## config.mk

```make
export PLATFORM = sky130hd
export DESIGN_NAME = puf_cr_controller
export DESIGN_NICKNAME = d
export VERILOG_FILES = /design/src/rtl/puf_cr_controller.sv
export SDC_FILE = /design/constraint.sdc
export NUM_CORES = 1
export LEC_CHECK = 0
export CAP_MARGIN = 10
export CORE_MARGIN = 3
export CORE_UTILIZATION = 58
export CTS_CLUSTER_DIAMETER = 200
export DETAILED_ROUTE_END_ITERATION = 10
export PLACE_DENSITY_LB_ADDON = 0.3
export SYNTH_ARGS = -nofsm -noshare
export SYNTH_HDL_FRONTEND = slang
export SYNTH_SLANG_ARGS = --single-unit
```

## constraint.sdc

```tcl
create_clock -name clk -period 5.9 [get_ports clk]
set_clock_uncertainty 0.15 [all_clocks]
set_input_delay 0.59 -clock clk [delete_from_list [all_inputs] [get_ports clk]]
set_output_delay 0.59 -clock clk [all_outputs]
set_load 0.01 [all_outputs]
```

## src/rtl/puf_cr_controller.sv

```systemverilog
// Challenge/response sequencer for the PUF evaluation path: receives a command
// and challenge over a byte stream, drives the PUF, and streams the response back.
module puf_cr_controller #(
  parameter int CHAL_W = 16,
  parameter int RESP_W = 32,
  parameter int SETTLE = 4
) (
  input  logic              clk,
  input  logic              rst,
  input  logic [7:0]        rx_data,
  input  logic              rx_valid,
  output logic              rx_drop,
  output logic [7:0]        tx_data,
  output logic              tx_valid,
  input  logic              tx_ready,
  output logic [CHAL_W-1:0] puf_challenge,
  output logic              puf_enable,
  input  logic [RESP_W-1:0] puf_response,
  output logic              busy
);

  localparam logic [2:0] S_IDLE    = 3'd0;
  localparam logic [2:0] S_RX_CHAL = 3'd1;
  localparam logic [2:0] S_EVAL    = 3'd2;
  localparam logic [2:0] S_TX      = 3'd3;
  localparam logic [2:0] S_ERR     = 3'd4;

  localparam logic [7:0] CMD_EVAL = 8'hA0;
  localparam logic [7:0] CMD_LOOP = 8'hA1;
  localparam logic [7:0] ERR_BYTE = 8'hEE;

  localparam logic [7:0]  CHAL_LAST   = 8'(CHAL_W / 8 - 1);
  localparam logic [7:0]  RESP_LAST   = 8'(RESP_W / 8 - 1);
  localparam logic [15:0] SETTLE_LAST = 16'(SETTLE - 1);

  function automatic logic [CHAL_W-1:0] bin2gray(input logic [CHAL_W-1:0] b);
    return b ^ (b >> 1);
  endfunction

  logic [2:0]        state_q, state_d;
  logic              loop_mode_q, loop_mode_d;
  logic [7:0]        byte_cnt_q, byte_cnt_d;
  logic [CHAL_W-1:0] chal_q, chal_d;
  logic [CHAL_W-1:0] chal_next_s;
  logic [RESP_W-1:0] resp_q, resp_d;
  logic [15:0]       settle_cnt_q, settle_cnt_d;
  logic [7:0]        tx_cnt_q, tx_cnt_d;
  logic [7:0]        tx_data_q, tx_data_d;
  logic              tx_valid_q, tx_valid_d;
  logic [CHAL_W-1:0] puf_chal_q, puf_chal_d;
  logic              puf_en_q, puf_en_d;
  logic              busy_q, busy_d;
  logic              rx_drop_q, rx_drop_d;

  // Challenge shift: the newest byte enters at the LSB end (MSB-first stream).
  assign chal_next_s = CHAL_W'({chal_q, rx_data});

  // Next-state logic for the sequencer and all registered outputs.
  always_comb begin
    state_d      = state_q;
    loop_mode_d  = loop_mode_q;
    byte_cnt_d   = byte_cnt_q;
    chal_d       = chal_q;
    resp_d       = resp_q;
    settle_cnt_d = settle_cnt_q;
    tx_cnt_d     = tx_cnt_q;
    tx_data_d    = tx_data_q;
    tx_valid_d   = tx_valid_q;
    puf_chal_d   = puf_chal_q;
    puf_en_d     = puf_en_q;
    rx_drop_d    = 1'b0;

    case (state_q)
      S_IDLE: begin
        if (rx_valid) begin
          if ((rx_data == CMD_EVAL) || (rx_data == CMD_LOOP)) begin
            loop_mode_d = (rx_data == CMD_LOOP);
            byte_cnt_d  = 8'd0;
            state_d     = S_RX_CHAL;
          end else begin
            tx_data_d  = ERR_BYTE;
            tx_valid_d = 1'b1;
            state_d    = S_ERR;
          end
        end else begin
          state_d = S_IDLE;
        end
      end
      S_RX_CHAL: begin
        if (rx_valid) begin
          chal_d     = chal_next_s;
          byte_cnt_d = byte_cnt_q + 8'd1;
          if (byte_cnt_q == CHAL_LAST) begin
            if (loop_mode_q) begin
              resp_d     = RESP_W'(chal_next_s);
              tx_data_d  = resp_d[RESP_W-1 -: 8];
              tx_valid_d = 1'b1;
              tx_cnt_d   = 8'd0;
              state_d    = S_TX;
            end else begin
              puf_chal_d   = bin2gray(chal_next_s);
              puf_en_d     = 1'b1;
              settle_cnt_d = 16'd0;
              state_d      = S_EVAL;
            end
          end else begin
            state_d = S_RX_CHAL;
          end
        end else begin
          state_d = S_RX_CHAL;
        end
      end
      S_EVAL: begin
        rx_drop_d    = rx_valid;
        settle_cnt_d = settle_cnt_q + 16'd1;
        if (settle_cnt_q == SETTLE_LAST) begin
          puf_en_d   = 1'b0;
          resp_d     = puf_response;
          tx_data_d  = puf_response[RESP_W-1 -: 8];
          tx_valid_d = 1'b1;
          tx_cnt_d   = 8'd0;
          state_d    = S_TX;
        end else begin
          state_d = S_EVAL;
        end
      end
      S_TX: begin
        rx_drop_d = rx_valid;
        if (tx_ready) begin
          if (tx_cnt_q == RESP_LAST) begin
            tx_valid_d = 1'b0;
            state_d    = S_IDLE;
          end else begin
            // Response register shifts left so the next byte is always at the top.
            resp_d    = resp_q << 8;
            tx_data_d = resp_d[RESP_W-1 -: 8];
            tx_cnt_d  = tx_cnt_q + 8'd1;
            state_d   = S_TX;
          end
        end else begin
          state_d = S_TX;
        end
      end
      S_ERR: begin
        rx_drop_d = rx_valid;
        if (tx_ready) begin
          tx_valid_d = 1'b0;
          state_d    = S_IDLE;
        end else begin
          state_d = S_ERR;
        end
      end
      default: begin
        tx_valid_d = 1'b0;
        puf_en_d   = 1'b0;
        state_d    = S_IDLE;
      end
    endcase

    busy_d = (state_d != S_IDLE);
  end

  // State and output registers with synchronous reset.
  always_ff @(posedge clk) begin
    if (rst) begin
      state_q      <= S_IDLE;
      loop_mode_q  <= 1'b0;
      byte_cnt_q   <= 8'd0;
      chal_q       <= '0;
      resp_q       <= '0;
      settle_cnt_q <= 16'd0;
      tx_cnt_q     <= 8'd0;
      tx_data_q    <= 8'h00;
      tx_valid_q   <= 1'b0;
      puf_chal_q   <= '0;
      puf_en_q     <= 1'b0;
      busy_q       <= 1'b0;
      rx_drop_q    <= 1'b0;
    end else begin
      state_q      <= state_d;
      loop_mode_q  <= loop_mode_d;
      byte_cnt_q   <= byte_cnt_d;
      chal_q       <= chal_d;
      resp_q       <= resp_d;
      settle_cnt_q <= settle_cnt_d;
      tx_cnt_q     <= tx_cnt_d;
      tx_data_q    <= tx_data_d;
      tx_valid_q   <= tx_valid_d;
      puf_chal_q   <= puf_chal_d;
      puf_en_q     <= puf_en_d;
      busy_q       <= busy_d;
      rx_drop_q    <= rx_drop_d;
    end
  end

  assign rx_drop       = rx_drop_q;
  assign tx_data       = tx_data_q;
  assign tx_valid      = tx_valid_q;
  assign puf_challenge = puf_chal_q;
  assign puf_enable    = puf_en_q;
  assign busy          = busy_q;

endmodule

```

==> reports/qor.txt, run 1 <==
Status -> completed
Clock slew at reported path FFs -> 0.10 ns
Cell area after synthesis -> 4700 sq um
Startpoint of the worst hold path -> puf_challenge[14]
All-Layer GR Usage -> 0.267
RR Startpoint -> state_q[1]
Most frequent cells in the layout -> dfxtp_1 (96), nand2_1 (82), clkdlybuf4s50_1 (70)
Period minus WS final -> 3.89 ns
Num Clock Sinks -> 96
Crit path max fanout -> 27
Post-route ant nets -> 0
Pwr Total -> 1.28 mW
Setup crit end kind -> flop
Min-Delay Path Class -> reg2reg
CP Buf/Inv Count -> 0
Final setup vio count -> 0
Yosys top cell by area -> dfxtp_1
Slowest CP cell -> nor2_2
First-pass DRT Iterations -> 5
H-tree depth -> 3
Critical Path Source Type -> flop
Final Wtd Congestion -> 0.895
Max_cap viols -> 0
Largest net degree at the start of global routing -> 74
Post-synth top area share -> 0.409
WHS -> 0.314 ns
LEAKAGE -> 2.00 nW
Post-Syn Instances -> 567
Crit Path Class -> reg2reg
Netlist cell types -> 60
Fin worst setup slack -> 2.01 ns
Commonest non-fill, non-tap cell in the layout -> dfxtp_1
Starting DRT DRC Count -> 266
GR Overflow Total -> 0
RSZ-0062 raised after global routing -> false
Ports -> 72
Clk_lat worst skew -> 0.37 ns
Final WL -> 11900 um
Clock Path Buffers -> 2
Sequential cell area fraction in the yosys report -> 0.409
Via count -> 4434
DRC viols -> 0
Hold Buf Count CTS -> 0
Synth warn -> 0
Slew Limit Fails -> 0
Synthesized flop and latch total -> 96
TNS Setup -> 0 ns
Starting Density -> 0.602
Share of layout cells above drive strength 1 -> 0.0611
Slew @ Worst Pin -> 1.20 ns
Required time of the worst setup path -> 6.02 ns
Die Height -> 96.0 um
Delay of the slowest cell on the worst path -> 1.09 ns
Ant. Diodes -> 0
Post-CTS setup buffer count -> 0
R2r endpoint -> resp_q[23]
Worst reg2reg setup slack -> 2.01 ns
Synth top area cells -> dfxtp_1 (41%), a21oi_1 (6.6%), nand2_1 (6.5%)
Area Overhead vs Synth -> 20.5%
Cell family with the largest share of critical-path delay -> simple AND/OR/NAND/NOR gates
Worst hold endpoint -> puf_challenge[14]
First-pass GRT wire length -> 19400 um
Post_cts resized -> 0
Initial antenna violation count -> 0
WHS Path Cells -> 2
Placed Area -> 5420 sq um
Root Buffer -> clkbuf_8
Final hold vios -> 0
Fin area -> 5670 sq um
Rows -> 32
Net Count, Synth -> 620
Pwr Density -> 225 nW/um^2
Final HPWL DP -> 8200 um
VDD IR-drop max -> 0.000130 V
Syn Area/Cell -> 8.29 sq um
CP arrival -> 4.01 ns
Peak Freq -> 257 MHz
Primary FF master, synth -> dfxtp_1
Setup Slack @ Placement -> 2.01 ns
Total die area -> 9220 sq um
Core Footprint -> 7810 sq um
Routed len/inst -> 16.5 um
FFs w/ async S/R, synth -> 0
DIE WIDTH -> 96.0 um
Via density -> 6.12
CTS tree -> built
Worst Reg-to-Reg Cells -> 5
Final Net Count -> 670
Final Cycle Share -> 0.659
CTS Buf Count -> 9
Vias in the first global route -> 4068
Port Buffer Count -> 71
Crit-path cells -> nand2b_1, nor2_2, a21o_1, nor2_1, a211oi_1
Number of synthesized flops with an enable pin -> 0
Relative slew slack -> 0.195
==> state kept, by name, summed over array words and instances, names as in the netlist, 3 cells and up <==
name           count
resp_q            24
puf_challenge     16
settle_cnt_q      16
byte_cnt_q         8
chal_q             8
tx_cnt_q           8
tx_data            8
state_q            3
==> metrics by stage <==
stage / std cells / util
2_1_floorplan: 567 / -
3_3_place_gp: 707 / 0.694
3_5_place_dp: 707 / 0.694
4_1_cts: 723 / 0.725
5_1_grt: 724 / 0.726
6_report: 724 / 0.726
==> cell usage after synthesis, drive strengths merged (12+ instances only) <==
master	number
inv	15
a21oi	62
xnor2	12
nor4	13
nand2	83
dfxtp	96
nor2	52
a22oi	19
a211oi	25
xor2	19
clkbuf	32
==> how the worst max path moves through the flow <==
stage / from / endpoint / slack (ns) / cells after the start
5_1_grt: state_q[1] / resp_q[23] / 1.74 / 5
3_5_place_dp: state_q[1] / tx_cnt_q[3] / 2.01 / 5
3_3_place_gp: state_q[1] / tx_cnt_q[4] / 2.16 / 5
6_report: state_q[1] / resp_q[23] / 2.01 / 5
2_1_floorplan: settle_cnt_q[0] / tx_data[0] / 3.54 / 7
4_1_cts: state_q[1] / tx_cnt_q[3] / 1.97 / 5
==> report_power, final <==
| part | leakage (nW) | internal (mW) | switching (mW) | total, mW |
|---|---|---|---|---|
| Clock | 0.117 | 0.284 | 0.239 | 0.523 |
| Sequential | 0.776 | 0.654 | 0.00448 | 0.658 |
| Combinational | 1.11 | 0.0488 | 0.0468 | 0.0956 |
| Total | 2.00 | 0.986 | 0.290 | 1.28 |
==> kinds of logic (layout without fill, tap and decap cells) <==
group / after synthesis / after routing / synth area share
xor gates and xnor gates: 31 / 31 / 0.0578
muxes: 12 / 12 / 0.0277
buffers and inverters: 53 / 108 / 0.0447
AOI/OAI and AO/OA: 160 / 160 / 0.227
and+or+nand+nor: 206 / 206 / 0.210
DFF: 96 / 96 / 0.409
adders and majority gates: 9 / 9 / 0.0240
==> final cells by class <==
cell class              count  area (sq um)
well taps                 102           128
clock buffers              10           128
multi-input cells         418          2570
flip-flops and latches     96          1920
inverters                  16          60.1
clock inverters             6           115
repair buffers             76           743
fillers                   603          2140
==> metal layers <==
layer | GRT usage | up-vias | wire length [um]
met5 | 0 | - | 0
li1 | - | 2135 | -
met2 | 0.426 | 179 | 5740
met3 | 0.0610 | 21 | 837
met4 | 0.0818 | 0 | 202
met1 | 0.358 | 2099 | 5130
==> worst register-to-register path: cells and delay by family, from the launching register on <==
family,cells,cell delay (ns)
AOI/OAI and AO/OA,2,0.78
DFF,1,0.74
and+or+nand+nor,3,2.11
Power figures use the tool's default switching activity.
==> run 2: changes to the inputs <==
--- a/config.mk
+++ b/config.mk
@@ -7,7 +7,7 @@
 export LEC_CHECK = 0
 export CAP_MARGIN = 10
 export CORE_MARGIN = 3
-export CORE_UTILIZATION = 58
+export CORE_UTILIZATION = 54
 export CTS_CLUSTER_DIAMETER = 200
 export DETAILED_ROUTE_END_ITERATION = 10
 export PLACE_DENSITY_LB_ADDON = 0.3
==> constraint.sdc (replaced) <==
create_clock -name clk -period 3.65 [get_ports clk]
set_clock_uncertainty 0.15 [all_clocks]
set_input_delay 0.365 -clock clk [delete_from_list [all_inputs] [get_ports clk]]
set_output_delay 0.365 -clock clk [all_outputs]
set_load 0.01 [all_outputs]
==> run 2 against run 1 <==
  * Non-clock buffer count is 7 higher
  * Die area is 6.9% higher
  * Count of clock-buffer cells in the layout is 1 higher
  * Combinational power is 63% higher
  * Core utilization is 4.4 points lower
  * Sequential share of layout area is 0.10 points lower
  * Hold slack better by 0.0031 ns
  * Via count hardly changed
  * Highest routed layer unchanged
==> reports/qor.txt, run 2 (synthesis gave the netlist of run 1 again) <==
Status -> completed
Peak Freq -> 352 MHz (+37%)
CP Buf/Inv Count -> 1 (+1)
Ports -> 72 (unchanged)
Starting Density -> 0.564 (-0.0385)
Required time of the worst setup path -> 3.76 ns (-2.26 ns)
Starting DRT DRC Count -> 240 (-9.8%)
Setup crit end kind -> flop
Most frequent cells in the layout -> dfxtp_1 (96), nand2_1 (82), clkdlybuf4s50_1 (70)
Switching power -> 467 uW (+61%)
Final hold vios -> 0 (unchanged)
Startpoint of the worst hold path -> puf_challenge[5]
Post_cts resized -> 0 (unchanged)
Final WL -> 12000 um (+1.0%)
Crit path max fanout -> 18 (-33%)
Final Wtd Congestion -> 0.863 (-3.6%)
TNS Setup -> 0 ns (unchanged)
Routed len/inst -> 16.4 um (-0.38%)
Crit Path Class -> reg2reg
Initial antenna violation count -> 0 (unchanged)
Net Sw Frac -> 0.240 (+0.0132)
CP arrival -> 2.96 ns (-1.05 ns)
Max reg flops -> 24 (unchanged)
DIE WIDTH -> 99.3 um (+3.4%)
Pwr Density -> 342 nW/um^2 (+52%)
Min-Delay Path Class -> reg2reg
Final Cycle Share -> 0.779 (+0.120)
Post-CTS setup buffer count -> 0 (unchanged)
RSZ-0062 raised after global routing -> false
VDD IR-drop max -> 0.000174 V (+34%)
H-tree depth -> 3 (unchanged)
WL met3 -> 851 um (+1.7%)
LEAKAGE -> 2.01 nW (+0.75%)
Clk pwr share -> 0.373 (-0.037)
First-pass GRT wire length -> 20400 um (+5.0%)
Die Height -> 99.3 um (+3.4%)
Largest net degree at the start of global routing -> 73 (-1.4%)
Clock Path Buffers -> 2 (unchanged)
Area Overhead vs Synth -> 20.9%
Rows -> 33 (+3.1%)
Final HPWL DP -> 8590 um (+4.8%)
Slew @ Worst Pin -> 0.738 ns (-0.465 ns)
DRC viols -> 0 (unchanged)
Total die area -> 9860 sq um (+6.9%)
Final setup vio count -> 0 (unchanged)
Via count -> 4436 (+0.045%)
Root Buffer -> clkbuf_8
Cell internal pwr -> 1.48 mW (+50%)
Cell family with the largest share of critical-path delay -> simple AND/OR/NAND/NOR gates
Metal2 WL -> 5700 um (-0.65%)
CTS Buf Count -> 9 (unchanged)
All-Layer GR Usage -> 0.250 (-0.0168)
CTS tree -> built
Hold Buf Count CTS -> 0 (unchanged)
Power share of the combinational group -> 0.080 (+0.005)
Crit-path cells -> nand3b_1, nor4_1, a21o_1, nor2_1, buf_4, a41o_1
Post-route ant nets -> 0 (unchanged)
First-pass DRT Iterations -> 5 (unchanged)
Non-Filler Instances -> 734 (+1.4%)
Via density -> 6.04 (-1.3%)
Vias in the first global route -> 4231 (+4.0%)
Share of layout cells above drive strength 1 -> 0.0715 (+0.0104)
Top reg by flops -> resp_q
Sequential share of power -> 0.547 (+0.031)
Clk_lat worst skew -> 0.36 ns (about the same)
Slew Limit Fails -> 0 (unchanged)
Core Footprint -> 8340 sq um (+6.8%)
Critical Path Source Type -> flop
Ant. Diodes -> 0 (unchanged)
Period minus WS final -> 2.84 ns (-1.05 ns)
Delay of the slowest cell on the worst path -> 0.76 ns (-0.33 ns)
GR Overflow Total -> 0 (unchanged)
Max layer used -> met4
WL met1 -> 5320 um (+3.6%)
RR Startpoint -> state_q[1]
Dpl cells -> 718 (+1.6%)
CP Launch Point -> state_q[1]
Port Buffer Count -> 71 (unchanged)
Commonest non-fill, non-tap cell in the layout -> dfxtp_1
Relative slew slack -> 0.508 (+0.313)
Num Clock Sinks -> 96 (unchanged)
Max_cap viols -> 0 (unchanged)
Final Net Count -> 677 (+1.0%)
Clock slew at reported path FFs -> 0.10 ns (about the same)
Slowest CP cell -> dfxtp_1
## run 2: cell count changes in the layout (fill, tap and decap cells not counted)
cell / before / now
clkinvlp_4: 1 / 2
bufinv_16: 3 / 1
clkinv_4: 1 / 0
clkbuf_8: 9 / 10
buf_4: 5 / 12
inv_6: 1 / 2
## run 2: layout make-up
type	instances	area, sq um
Clock buffer	11	141
Clock inverter	5	62.6
Fill cell	696	2660
Inverter	16	60.1
Multi-Input combinational cell	418	2570
Sequential cell	96	1920
Tap cell	105	131
Timing Repair Buffer	83	796
## run 2: power by group through the flow
stage,clock network (mW),logic (mW),registers (mW)
final,0.725,0.156,1.06
after global placement,0,0.151,1.09
after CTS,0.734,0.156,1.06
after floorplan,0,0.0666,1.09
after detailed placement,0,0.155,1.09
after global routing,0.771,0.170,1.07
## run 2: metal layers
| layer | GRT usage | vias up |
|---|---|---|
| met3 | 0.0470 | 16 |
| met5 | 0 | - |
| met4 | 0.0746 | 0 |
| met2 | 0.412 | 191 |
| li1 | - | 2162 |
| met1 | 0.334 | 2067 |
## run 2: worst register-to-register path, cell delays in order, from the launching register on
cell      delay, ns
dfxtp_1        0.76
nand3b_1       0.18
nor4_1         0.56
a21o_1         0.36
nor2_1         0.26
buf_4          0.24
a41o_1         0.23
## run 2: path summary, 6_finish.rpt
| path | end | depth (start not counted) | slack (ns) |
|---|---|---|---|
| worst max register to register | tx_cnt_q[1] | 6 | 0.81 |
| worst max-delay path | tx_cnt_q[1] | 6 | 0.81 |
| worst min-delay path | puf_challenge[5] | 2 | 0.32 |
| worst min register to register | puf_challenge[5] | 2 | 0.32 |
## run 2: metrics by stage
step / area (sq um) / power [mW] / util / setup WS (ns) / hold WS, ns
after floorplan: 4700 / 1.16 / - / 1.29 / 0.290
after global placement: 5480 / 1.24 / 0.657 / 0.846 / 0.297
after detailed placement: 5480 / 1.24 / 0.657 / 0.751 / 0.303
after CTS: 5680 / 1.95 / 0.682 / 0.865 / 0.316
after global routing: 5680 / 2.01 / 0.682 / 0.519 / 0.340
final: 5680 / 1.94 / 0.682 / 0.808 / 0.317
